`src/rtl/ws2812_multi_timing_apb.sv`:
```
// APB-controlled WS2812/SK6812 chain driver with indexed colour RAM, queued re-send and output invert.
// Define WS2812_BRIGHTNESS_EN to add a global brightness register applied to each pixel at load time.
module ws2812_multi_timing_apb #(
  parameter int LED_COUNT       = 8,
  parameter int BITS_PER_LED    = 24,
  parameter int CLOCK_FREQUENCY = 38000000,
  parameter int T0H_NS          = 350,
  parameter int T1H_NS          = 700,
  parameter int BIT_NS          = 1250,
  parameter int RESET_US        = 80
) (
  input  logic        clk_i,
  input  logic        resetn_i,
  output logic        led_ctl_o,
  output logic        int_o,
  input  logic        apb_psel_i,
  input  logic        apb_penable_i,
  input  logic        apb_pwrite_i,
  input  logic [5:0]  apb_paddr_i,
  input  logic [31:0] apb_pwdata_i,
  output logic [31:0] apb_prdata_o,
  output logic        apb_pready_o,
  output logic        apb_pslverr_o
);

  localparam int T0H_CYC   = (CLOCK_FREQUENCY / 1000) * T0H_NS / 1000000;
  localparam int T1H_CYC   = (CLOCK_FREQUENCY / 1000) * T1H_NS / 1000000;
  localparam int BIT_CYC   = (CLOCK_FREQUENCY / 1000) * BIT_NS / 1000000;
  localparam int RESET_CYC = (CLOCK_FREQUENCY / 1000000) * RESET_US;

  localparam int AW      = (LED_COUNT > 1) ? $clog2(LED_COUNT) : 1;
  localparam int DEPTH   = 1 << AW;
  localparam int MAX_CYC = (RESET_CYC > BIT_CYC) ? RESET_CYC : BIT_CYC;
  localparam int CW      = $clog2(MAX_CYC + 1);
`ifdef WS2812_BRIGHTNESS_EN
  localparam int LOAD_CYC = 2;
`else
  localparam int LOAD_CYC = 1;
`endif

  localparam logic [AW-1:0] LAST_PIXEL   = AW'(LED_COUNT - 1);
  localparam logic [31:0]   LED_LIMIT    = LED_COUNT;
  localparam logic [CW-1:0] T0H_LAST     = CW'(T0H_CYC - 1);
  localparam logic [CW-1:0] T1H_LAST     = CW'(T1H_CYC - 1);
  localparam logic [CW-1:0] BIT_LAST     = CW'(BIT_CYC - 1);
  localparam logic [CW-1:0] BIT_LAST_PIX = CW'(BIT_CYC - 1 - LOAD_CYC);
  localparam logic [CW-1:0] GAP_LAST     = CW'(RESET_CYC - 1);

  localparam logic [2:0] TX_IDLE  = 3'd0;
  localparam logic [2:0] TX_LOAD  = 3'd1;
`ifdef WS2812_BRIGHTNESS_EN
  localparam logic [2:0] TX_SCALE = 3'd2;
`endif
  localparam logic [2:0] TX_HIGH  = 3'd3;
  localparam logic [2:0] TX_LOW   = 3'd4;
  localparam logic [2:0] TX_GAP   = 3'd5;

  localparam logic [1:0] BUS_IDLE    = 2'd0;
  localparam logic [1:0] BUS_RESP    = 2'd1;
  localparam logic [1:0] BUS_RECOVER = 2'd2;

  if ((BITS_PER_LED != 24 && BITS_PER_LED != 32) || LED_COUNT < 1 || LED_COUNT > 256) begin : g_param_check
    $error("ws2812_multi_timing_apb: BITS_PER_LED must be 24 or 32 and LED_COUNT 1..256");
  end

  logic [BITS_PER_LED-1:0] colour [DEPTH];

  logic [1:0]              bus_state;
  logic                    auto_send;
  logic                    int_enable;
  logic                    invert;
  logic [AW-1:0]           index;
  logic                    pending;
  logic                    sending;
  logic [2:0]              tx_state;
  logic [AW-1:0]           pixel;
  logic [BITS_PER_LED-1:0] shift;
  logic [5:0]              bits_left;
  logic [CW-1:0]           cnt;

  logic                    access;
  logic [31:0]             rdata_next;
  logic                    err_next;
  logic                    set_pending;
  logic                    ram_we;
  logic                    index_step;
  logic                    index_load;
  logic                    ctrl_we;

`ifdef WS2812_BRIGHTNESS_EN
  logic [7:0] brightness;
  logic       bright_we;

  // Each byte becomes (byte * (level + 1)) >> 8, so 0xFF is transparent.
  function automatic logic [BITS_PER_LED-1:0] scale(input logic [BITS_PER_LED-1:0] px,
                                                    input logic [7:0] level);
    logic [BITS_PER_LED-1:0] res;
    logic [15:0]             prod;
    res = '0;
    for (int i = 0; i < BITS_PER_LED / 8; i++) begin
      prod = 16'(px[i*8 +: 8]) * (16'(level) + 16'd1);
      res[i*8 +: 8] = prod[15:8];
    end
    return res;
  endfunction
`endif

  assign access        = apb_psel_i & apb_penable_i & (bus_state == BUS_IDLE);
  assign led_ctl_o     = (tx_state == TX_HIGH) ^ invert;

  always_comb begin
    rdata_next  = '0;
    err_next    = 1'b0;
    set_pending = 1'b0;
    ram_we      = 1'b0;
    index_step  = 1'b0;
    index_load  = 1'b0;
    ctrl_we     = 1'b0;
`ifdef WS2812_BRIGHTNESS_EN
    bright_we   = 1'b0;
`endif
    if (access) begin
      case (apb_paddr_i)
        6'h00: begin
          if (apb_pwrite_i) err_next = 1'b1;
          else              rdata_next = {30'd0, pending, sending};
        end
        6'h04: begin
          if (apb_pwrite_i) begin
            ctrl_we     = 1'b1;
            set_pending = apb_pwdata_i[1];
          end else begin
            rdata_next = {28'd0, invert, int_enable, 1'b0, auto_send};
          end
        end
        6'h08: begin
          if (apb_pwrite_i) begin
            if (apb_pwdata_i < LED_LIMIT) index_load = 1'b1;
            else                          err_next   = 1'b1;
          end else begin
            rdata_next = 32'(index);
          end
        end
        6'h0C: begin
          index_step = 1'b1;
          if (apb_pwrite_i) begin
            ram_we      = 1'b1;
            set_pending = auto_send;
          end else begin
            rdata_next = 32'(colour[index]);
          end
        end
`ifdef WS2812_BRIGHTNESS_EN
        6'h10: begin
          if (apb_pwrite_i) bright_we  = 1'b1;
          else              rdata_next = {24'd0, brightness};
        end
`endif
        default: err_next = 1'b1;
      endcase
    end
  end

  // Bus handshake: accept, one response cycle, one recovery cycle.
  always_ff @(posedge clk_i) begin
    if (!resetn_i) begin
      bus_state     <= BUS_IDLE;
      apb_prdata_o  <= '0;
      apb_pready_o  <= 1'b0;
      apb_pslverr_o <= 1'b0;
      auto_send     <= 1'b1;
      int_enable    <= 1'b0;
      invert        <= 1'b0;
      index         <= '0;
`ifdef WS2812_BRIGHTNESS_EN
      brightness    <= 8'hFF;
`endif
    end else begin
      case (bus_state)
        BUS_IDLE: begin
          if (access) begin
            bus_state     <= BUS_RESP;
            apb_pready_o  <= 1'b1;
            apb_prdata_o  <= rdata_next;
            apb_pslverr_o <= err_next;
          end
        end
        BUS_RESP: begin
          bus_state     <= BUS_RECOVER;
          apb_pready_o  <= 1'b0;
          apb_prdata_o  <= '0;
          apb_pslverr_o <= 1'b0;
        end
        default: bus_state <= BUS_IDLE;
      endcase

      if (ctrl_we) begin
        auto_send  <= apb_pwdata_i[0];
        int_enable <= apb_pwdata_i[2];
        invert     <= apb_pwdata_i[3];
      end

      if (index_load)      index <= apb_pwdata_i[AW-1:0];
      else if (index_step) index <= (index == LAST_PIXEL) ? '0 : index + 1'b1;

`ifdef WS2812_BRIGHTNESS_EN
      if (bright_we) brightness <= apb_pwdata_i[7:0];
`endif
    end
  end

  always_ff @(posedge clk_i) begin
    if (resetn_i && ram_we) colour[index] <= apb_pwdata_i[BITS_PER_LED-1:0];
  end

  // One counter spans a whole bit; the last bit of a pixel ends early so LOAD fits inside BIT_CYC.
  always_ff @(posedge clk_i) begin
    if (!resetn_i) begin
      tx_state  <= TX_IDLE;
      pending   <= 1'b0;
      sending   <= 1'b0;
      int_o     <= 1'b0;
      pixel     <= '0;
      shift     <= '0;
      bits_left <= '0;
      cnt       <= '0;
    end else begin
      int_o <= 1'b0;
      case (tx_state)
        TX_IDLE: begin
          if (pending) begin
            tx_state <= TX_LOAD;
            sending  <= 1'b1;
            pixel    <= '0;
          end
        end
        TX_LOAD: begin
          shift     <= colour[pixel];
          bits_left <= 6'(BITS_PER_LED);
          cnt       <= '0;
`ifdef WS2812_BRIGHTNESS_EN
          tx_state  <= TX_SCALE;
`else
          tx_state  <= TX_HIGH;
`endif
        end
`ifdef WS2812_BRIGHTNESS_EN
        TX_SCALE: begin
          shift    <= scale(shift, brightness);
          tx_state <= TX_HIGH;
        end
`endif
        TX_HIGH: begin
          cnt <= cnt + 1'b1;
          if (cnt == (shift[BITS_PER_LED-1] ? T1H_LAST : T0H_LAST)) tx_state <= TX_LOW;
        end
        TX_LOW: begin
          cnt <= cnt + 1'b1;
          if (bits_left != 6'd1) begin
            if (cnt == BIT_LAST) begin
              cnt       <= '0;
              shift     <= shift << 1;
              bits_left <= bits_left - 1'b1;
              tx_state  <= TX_HIGH;
            end
          end else if (pixel != LAST_PIXEL) begin
            if (cnt == BIT_LAST_PIX) begin
              pixel    <= pixel + 1'b1;
              tx_state <= TX_LOAD;
            end
          end else if (cnt == BIT_LAST) begin
            cnt      <= '0;
            tx_state <= TX_GAP;
          end
        end
        TX_GAP: begin
          cnt <= cnt + 1'b1;
          if (cnt == GAP_LAST) begin
            tx_state <= TX_IDLE;
            sending  <= 1'b0;
            int_o    <= int_enable;
          end
        end
        default: tx_state <= TX_IDLE;
      endcase

      // A request coinciding with frame start is covered by that frame's later snapshot.
      if (tx_state == TX_IDLE && pending) pending <= 1'b0;
      else if (set_pending)               pending <= 1'b1;
    end
  end

endmodule

```
`config.mk`:
```
export PLATFORM = sky130hd
export DESIGN_NAME = ws2812_multi_timing_apb
export DESIGN_NICKNAME = d
export VERILOG_FILES = /design/src/rtl/ws2812_multi_timing_apb.sv
export SDC_FILE = /design/constraint.sdc
export NUM_CORES = 1
export LEC_CHECK = 0
export ABC_AREA = 1
export BUFFER_PORTS_ARGS = -buffer_cell sky130_fd_sc_hd__buf_2
export CORE_AREA = 3 3 181 183
export DETAILED_ROUTE_END_ITERATION = 12
export DIE_AREA = 0 0 184 186
export GPL_ROUTABILITY_DRIVEN = 0
export PLACE_DENSITY = 0.59
export REMOVE_ABC_BUFFERS = 1
export SYNTH_ARGS = -nofsm -noshare
export SYNTH_HDL_FRONTEND = slang
export SYNTH_SLANG_ARGS = --single-unit
```
`constraint.sdc`:
```
create_clock -name clk_i -period 8.66 [get_ports clk_i]
set_input_delay 0.866 -clock clk_i [delete_from_list [all_inputs] [get_ports clk_i]]
set_output_delay 0.866 -clock clk_i [all_outputs]
set_load 0.02 [all_outputs]
```
== Word-level counts from Yosys, hierarchy flattened ==
Memories as Yosys holds them, arrays and structs flattened. A register that Yosys moved wholly into a read port is not among the register bits.
Index checks and enable logic that the tools add are counted.

* Register bits: 93
* Bits in latches: 0
* Memory bits (writable): 192
* Bits in read-only memories: 0
* Logic and storage cells: 141
* Memories kept: 1

* Add/sub/neg operators: 4
* $mul: 0
* Div/mod/pow operators: 0
* Order comparisons: 1
* Equal/unequal tests: 27
* Shift-type cells: 0
* Multiplexer cells: 68
* Bitwise operators: 4
* Reduce and logical (&&, ||, !) cells: 20

{| class="wikitable"
|+ Memories
! name !! depth !! bits a word !! rd ports !! clocked after Yosys merged registers in !! wr ports !! line !! source
|-
| colour || 8 || 24 || 2 || 2 || 1 || 66 || <nowiki>logic [BITS_PER_LED-1:0] colour [DEPTH];</nowiki>
|}

{| class="wikitable"
|+ Operators with widths
! cell !! count
|-
| $pmux 24 s4 || 1
|-
| $mux 24 || 3
|-
| $pmux 32 s2 || 1
|-
| $mux 3 || 20
|-
| $pmux 24 s2 || 1
|-
| $mux 12 || 3
|-
| $pmux 12 s3 || 1
|-
| $lt 32x4->1 const B || 1
|-
| $mux 32 || 1
|-
| $eq 12x6->1 const B || 2
|-
| $mux 1 || 22
|-
| $ne 2x2->1 const B || 8
|-
| $pmux 3 s5 || 1
|-
| $add 12x1->12 const B || 1
|-
| $eq 12x12->1 const B || 1
|-
| $eq 12x5->1 || 1
|-
| $eq 6x4->1 const B || 2
|-
| $mux 6 || 2
|-
| $pmux 6 s2 || 1
|-
| $reduce_bool 2->1 || 5
|-
| $eq 3x3->1 const B || 3
|-
| $ne 3x3->1 const B || 3
|-
| $reduce_and 3->1 || 3
|-
| $pmux 1 s2 || 4
|-
| other kinds (27) || 33
|}

== Longest topological paths before layout ==
* Depth after elaboration: 8
* Gate-level depth with buffers: 11

== Least setup slack after synthesis ==
OpenSTA, ideal clock, no wires.

* Path type: input port to flip-flop
* Start: in apb_paddr_i[1]
* End: mem colour[2][0] (enable)
* Setup time: 0.435 ns
* Arrival time: 3.206 ns
* Data required time: 8.225 ns
* Setup slack: 5.019 ns
* Stages on the path: 5
* Path buffers: 0
* Cells stage by stage: nor2_4 > nand3_2 > nor2_2 > nand3_1 > nor3_1

* Cells in the longest elaborated chain, start to end: 6

{| class="wikitable"
|+ Ends and longest elaborated chain
! item !! line !! source
|-
| start, declared || 19 || <nowiki>input logic [5:0] apb_paddr_i,</nowiki>
|-
| $eq 6x4->1 || 123 || <nowiki>case (apb_paddr_i)</nowiki>
|-
| $mux 1 || 123 ||
|-
| $mux 1 || 122 || <nowiki>if (access) begin</nowiki>
|-
| $logic_and 1x1->1 || 213 || <nowiki>if (resetn_i && ram_we) colour[index] <= apb_pwdata_i[BITS_PER_LED-1:0];</nowiki>
|-
| $mux 1 || 213 ||
|-
| $mux 1 (not written as such) || 213 ||
|-
| end, declared || 66 ||
|}

No other way between the ends.

== Worst setup path after layout ==
* Start: reg tx_state[1]
* End: reg bits_left[0]

* Cells in the longest elaborated chain, start to end: 3
* Elaborated cells on any way between the ends: 7

{| class="wikitable"
|+ Ends and longest elaborated chain
! item !! line !! source
|-
| start, declared || 75 || <nowiki>logic [2:0] tx_state;</nowiki>
|-
| start signal, assigned || 219 || <nowiki>tx_state <= TX_IDLE;</nowiki>
|-
| start signal, assigned || 232 || <nowiki>tx_state <= TX_LOAD;</nowiki>
|-
| start signal, assigned || 244 || <nowiki>tx_state <= TX_HIGH;</nowiki>
|-
| $eq 3x3->1 / $eq 3x1->1 (equally long branches) || 229 || <nowiki>case (tx_state)</nowiki>
|-
| $ne 2x2->1 (no line) / $reduce_bool 2->1 (equally long branches) || -- ||
|-
| $reduce_and 3->1 (no line) || -- ||
|-
| end signal, assigned || 239 || <nowiki>bits_left <= 6'(BITS_PER_LED);</nowiki>
|-
| end signal, assigned || 263 || <nowiki>bits_left <= bits_left - 1'b1;</nowiki>
|-
| end, declared || 78 || <nowiki>logic [5:0] bits_left;</nowiki>
|}

Several ways; a longest one is shown, not always the timed one.
A chain may end at the register's enable or synchronous reset.

==> impl_metrics.env <==
export IMPL_via_count=11500
export IMPL_yosys_top_cells_area="edfxtp_1 (41%), dfxtp_1 (13%), nand2_1 (10%)"
export IMPL_finalHoldViolations=0
export IMPL_p_leak_nw=6.07
export IMPL_cts_buffers=34
export IMPL_ant_nets=0
export IMPL_ys_flop_type="edfxtp_1"
export IMPL_dr_pass1_iters=5
export IMPL_avgViaCountPerCell=5.39
export IMPL_p_per_area_nw_per_um2=257
export IMPL_clock_sinks=283
export IMPL_fp_dieW_um=184
export IMPL_io_pins=79
export IMPL_dp_hpwl_um=22800
export IMPL_first_global_vias=11000
export IMPL_clock_latency_ns=0.52
export IMPL_grt_usage_pct=22.5
export IMPL_drv_cap=0
export IMPL_syn_inst=1681
export IMPL_synth_top_area_share_pct=41.3
export IMPL_ctsResizeCount=0
export IMPL_cts_tree="built"
export IMPL_skew_ns=0.0188
export IMPL_yosys_warnings=0
export IMPL_crit_required_ns=9.06
export IMPL_cts_max_level=2
export IMPL_antenna_found_initial=1
export IMPL_die_area_um2=34200
export IMPL_grt_ovfl_total=0
export IMPL_path_class="reg -> reg"
export IMPL_clk_pin_slew_ns=0.05
export IMPL_synth_edf_count=192
export IMPL_postCtsSetupBuffers=0
export IMPL_nets=1762
export IMPL_cp_max_fo=33
export IMPL_setup_violations=0
export IMPL_status="finished clean"
export IMPL_ir_drop_mv=0.155
export IMPL_yosysTopAreaCell="edfxtp_1"
export IMPL_fin_cells=2138
export IMPL_clockBufferDepth=3
export IMPL_slew_headroom_pct=25.6
export IMPL_rows=65
export IMPL_cts_root_buf="clkbuf_16"
export IMPL_crit_arrival_ns=3.61
export IMPL_cts_hold_buf=0
export IMPL_dp_cells=2076
export IMPL_cp_end_kind="flip-flop"
export IMPL_syn_to_final_growth_pct=12.5
export IMPL_startpoint_type="flip-flop"
export IMPL_hold_class="reg -> reg"
export IMPL_synth_seq_cells=283
export IMPL_drive_gt1_share_pct=10.2
export IMPL_coreArea_um2=31400
export IMPL_slew_violations=0
export IMPL_period_share_pct=37.1
export IMPL_async_flop_share_pct=0
export IMPL_tightest_slew_ns=1.11
export IMPL_ys_seq_area_share_pct=54.4
export IMPL_post_route_min_period_ns=3.21
export IMPL_syn_area_um2=14000
export IMPL_rsz0062_at_grt="no"
export IMPL_worst_slack_ns=5.45
export IMPL_pre_cts_ws_ns=5.44
export IMPL_initial_core_util_pct=44.4
export IMPL_port_buffers=70
export IMPL_drt_wl_total_um=38800
export IMPL_grt_pass1_wl_um=60000
export IMPL_avgRoutedWirePerCell_um=18.1
export IMPL_avgSynthCellArea_um2=8.30
export IMPL_tns_ns=0
export IMPL_die_height_um=186
export IMPL_grt_max_degree=108
export IMPL_fmax_mhz=311
export IMPL_drtIter0Drc=1061
export IMPL_drc_errors=0
export IMPL_synth_distinct_cells=39
sequential cells by signal, indices dropped and copies added, names as in the netlist, 3 cells and up, named ones only:
signal        count
tx_state          3
index             3
pixel             3
cnt              12
shift            24
bits_left         6
apb_prdata_o     24
colour          192
layer usage:
metal / up-vias / GRT usage (%) / routed length, um
li1: 5660 / - / -
met5: - / 0 / 13
met2: 339 / 37.7 / 18300
met4: 2 / 8.01 / 1040
met1: 5440 / 29.2 / 17000
met3: 77 / 4.61 / 2490
logic make-up after synthesis:
group / synth area share [%]
AOI/OAI and AO/OA: 12.3
xor gates and xnor gates: 0.377
adders and majority gates: 0.807
buffers and inverters: 8.56
DFF: 54.4
other: 0.0269
and+or+nand+nor: 23.5
critical path: stages (launching register included):
cell and delay, ns:
dfxtp_1 0.41, nor2_4 0.16, nand2_2 0.47, inv_2 0.64, nand3_2 0.17, o21ai_4 0.30
nand2_2 0.58, o21ai_1 0.28, nor2_1 0.06
final timing paths:
kind / start / endpoint / slack (ns) / depth (start not counted)
worst max-delay path: tx_state[1] / bits_left[0] / 5.45 / 8
worst min-delay path: apb_pready_o / apb_pready_o / 0.46 / 2
worst max register to register: tx_state[1] / bits_left[0] / 5.45 / 8
worst min register to register: apb_pready_o / apb_pready_o / 0.46 / 2
power by group:
| part | internal [W] | leakage [nW] | total [W] | switching (W) |
|---|---|---|---|---|
| Clock | 0.000926 | 0.565 | 0.00148 | 0.000553 |
| Sequential | 0.00151 | 2.47 | 0.00161 | 0.0000988 |
| Combinational | 0.000280 | 3.04 | 0.000956 | 0.000677 |
synth_stat cells, drive strengths merged (2+ instances only):
master	n
nand3b	3
a31oi	2
buf	59
dfxtp	91
o21ai	153
o31ai	2
edfxtp	192
nor3b	2
nor2	150
nand4	11
a21oi	149
clkbuf	46
nor3	13
ha	9
o211ai	18
nand3	210
o21a	2
inv	183
nand2	374
xor2	6
cells in the final DEF, fill, tap and decap left out, types with 5 or more instances in the layout:
master     count
a21oi_1      149
buf_2         70
buf_4         21
bufinv_16      5
clkbuf_1       9
clkbuf_16     35
conb_1         8
dfxtp_1       87
edfxtp_1     192
ha_1           9
inv_1        177
inv_2          6
nand2_1      371
nand3_1      207
nand4_1       10
nor2_1       142
nor3_2         9
o211ai_1      18
o21ai_0      148
xor2_1         6
layout make-up:
cell class	instances	area, um2
antenna	1	2.50
clock buffer	48	965
clock inverter	13	194
fill	2976	15700
inverter	184	691
multi-input combinational	1116	5240
sequential	283	7600
tap	402	503
timing repair buffer	91	508
through the flow:
stage	util, %	hold WS (ns)	total power, W	cell area [um2]
finish	50.0	0.458	0.00404	15700
global route	50.0	0.475	0.00427	15700
CTS	50.0	0.462	0.00406	15700
detailed placement	46.3	0.455	0.00258	14500
global placement	46.3	0.449	0.00257	14500
floorplan	-	0.438	0.00224	13500
Power figures use the tool's default switching activity.
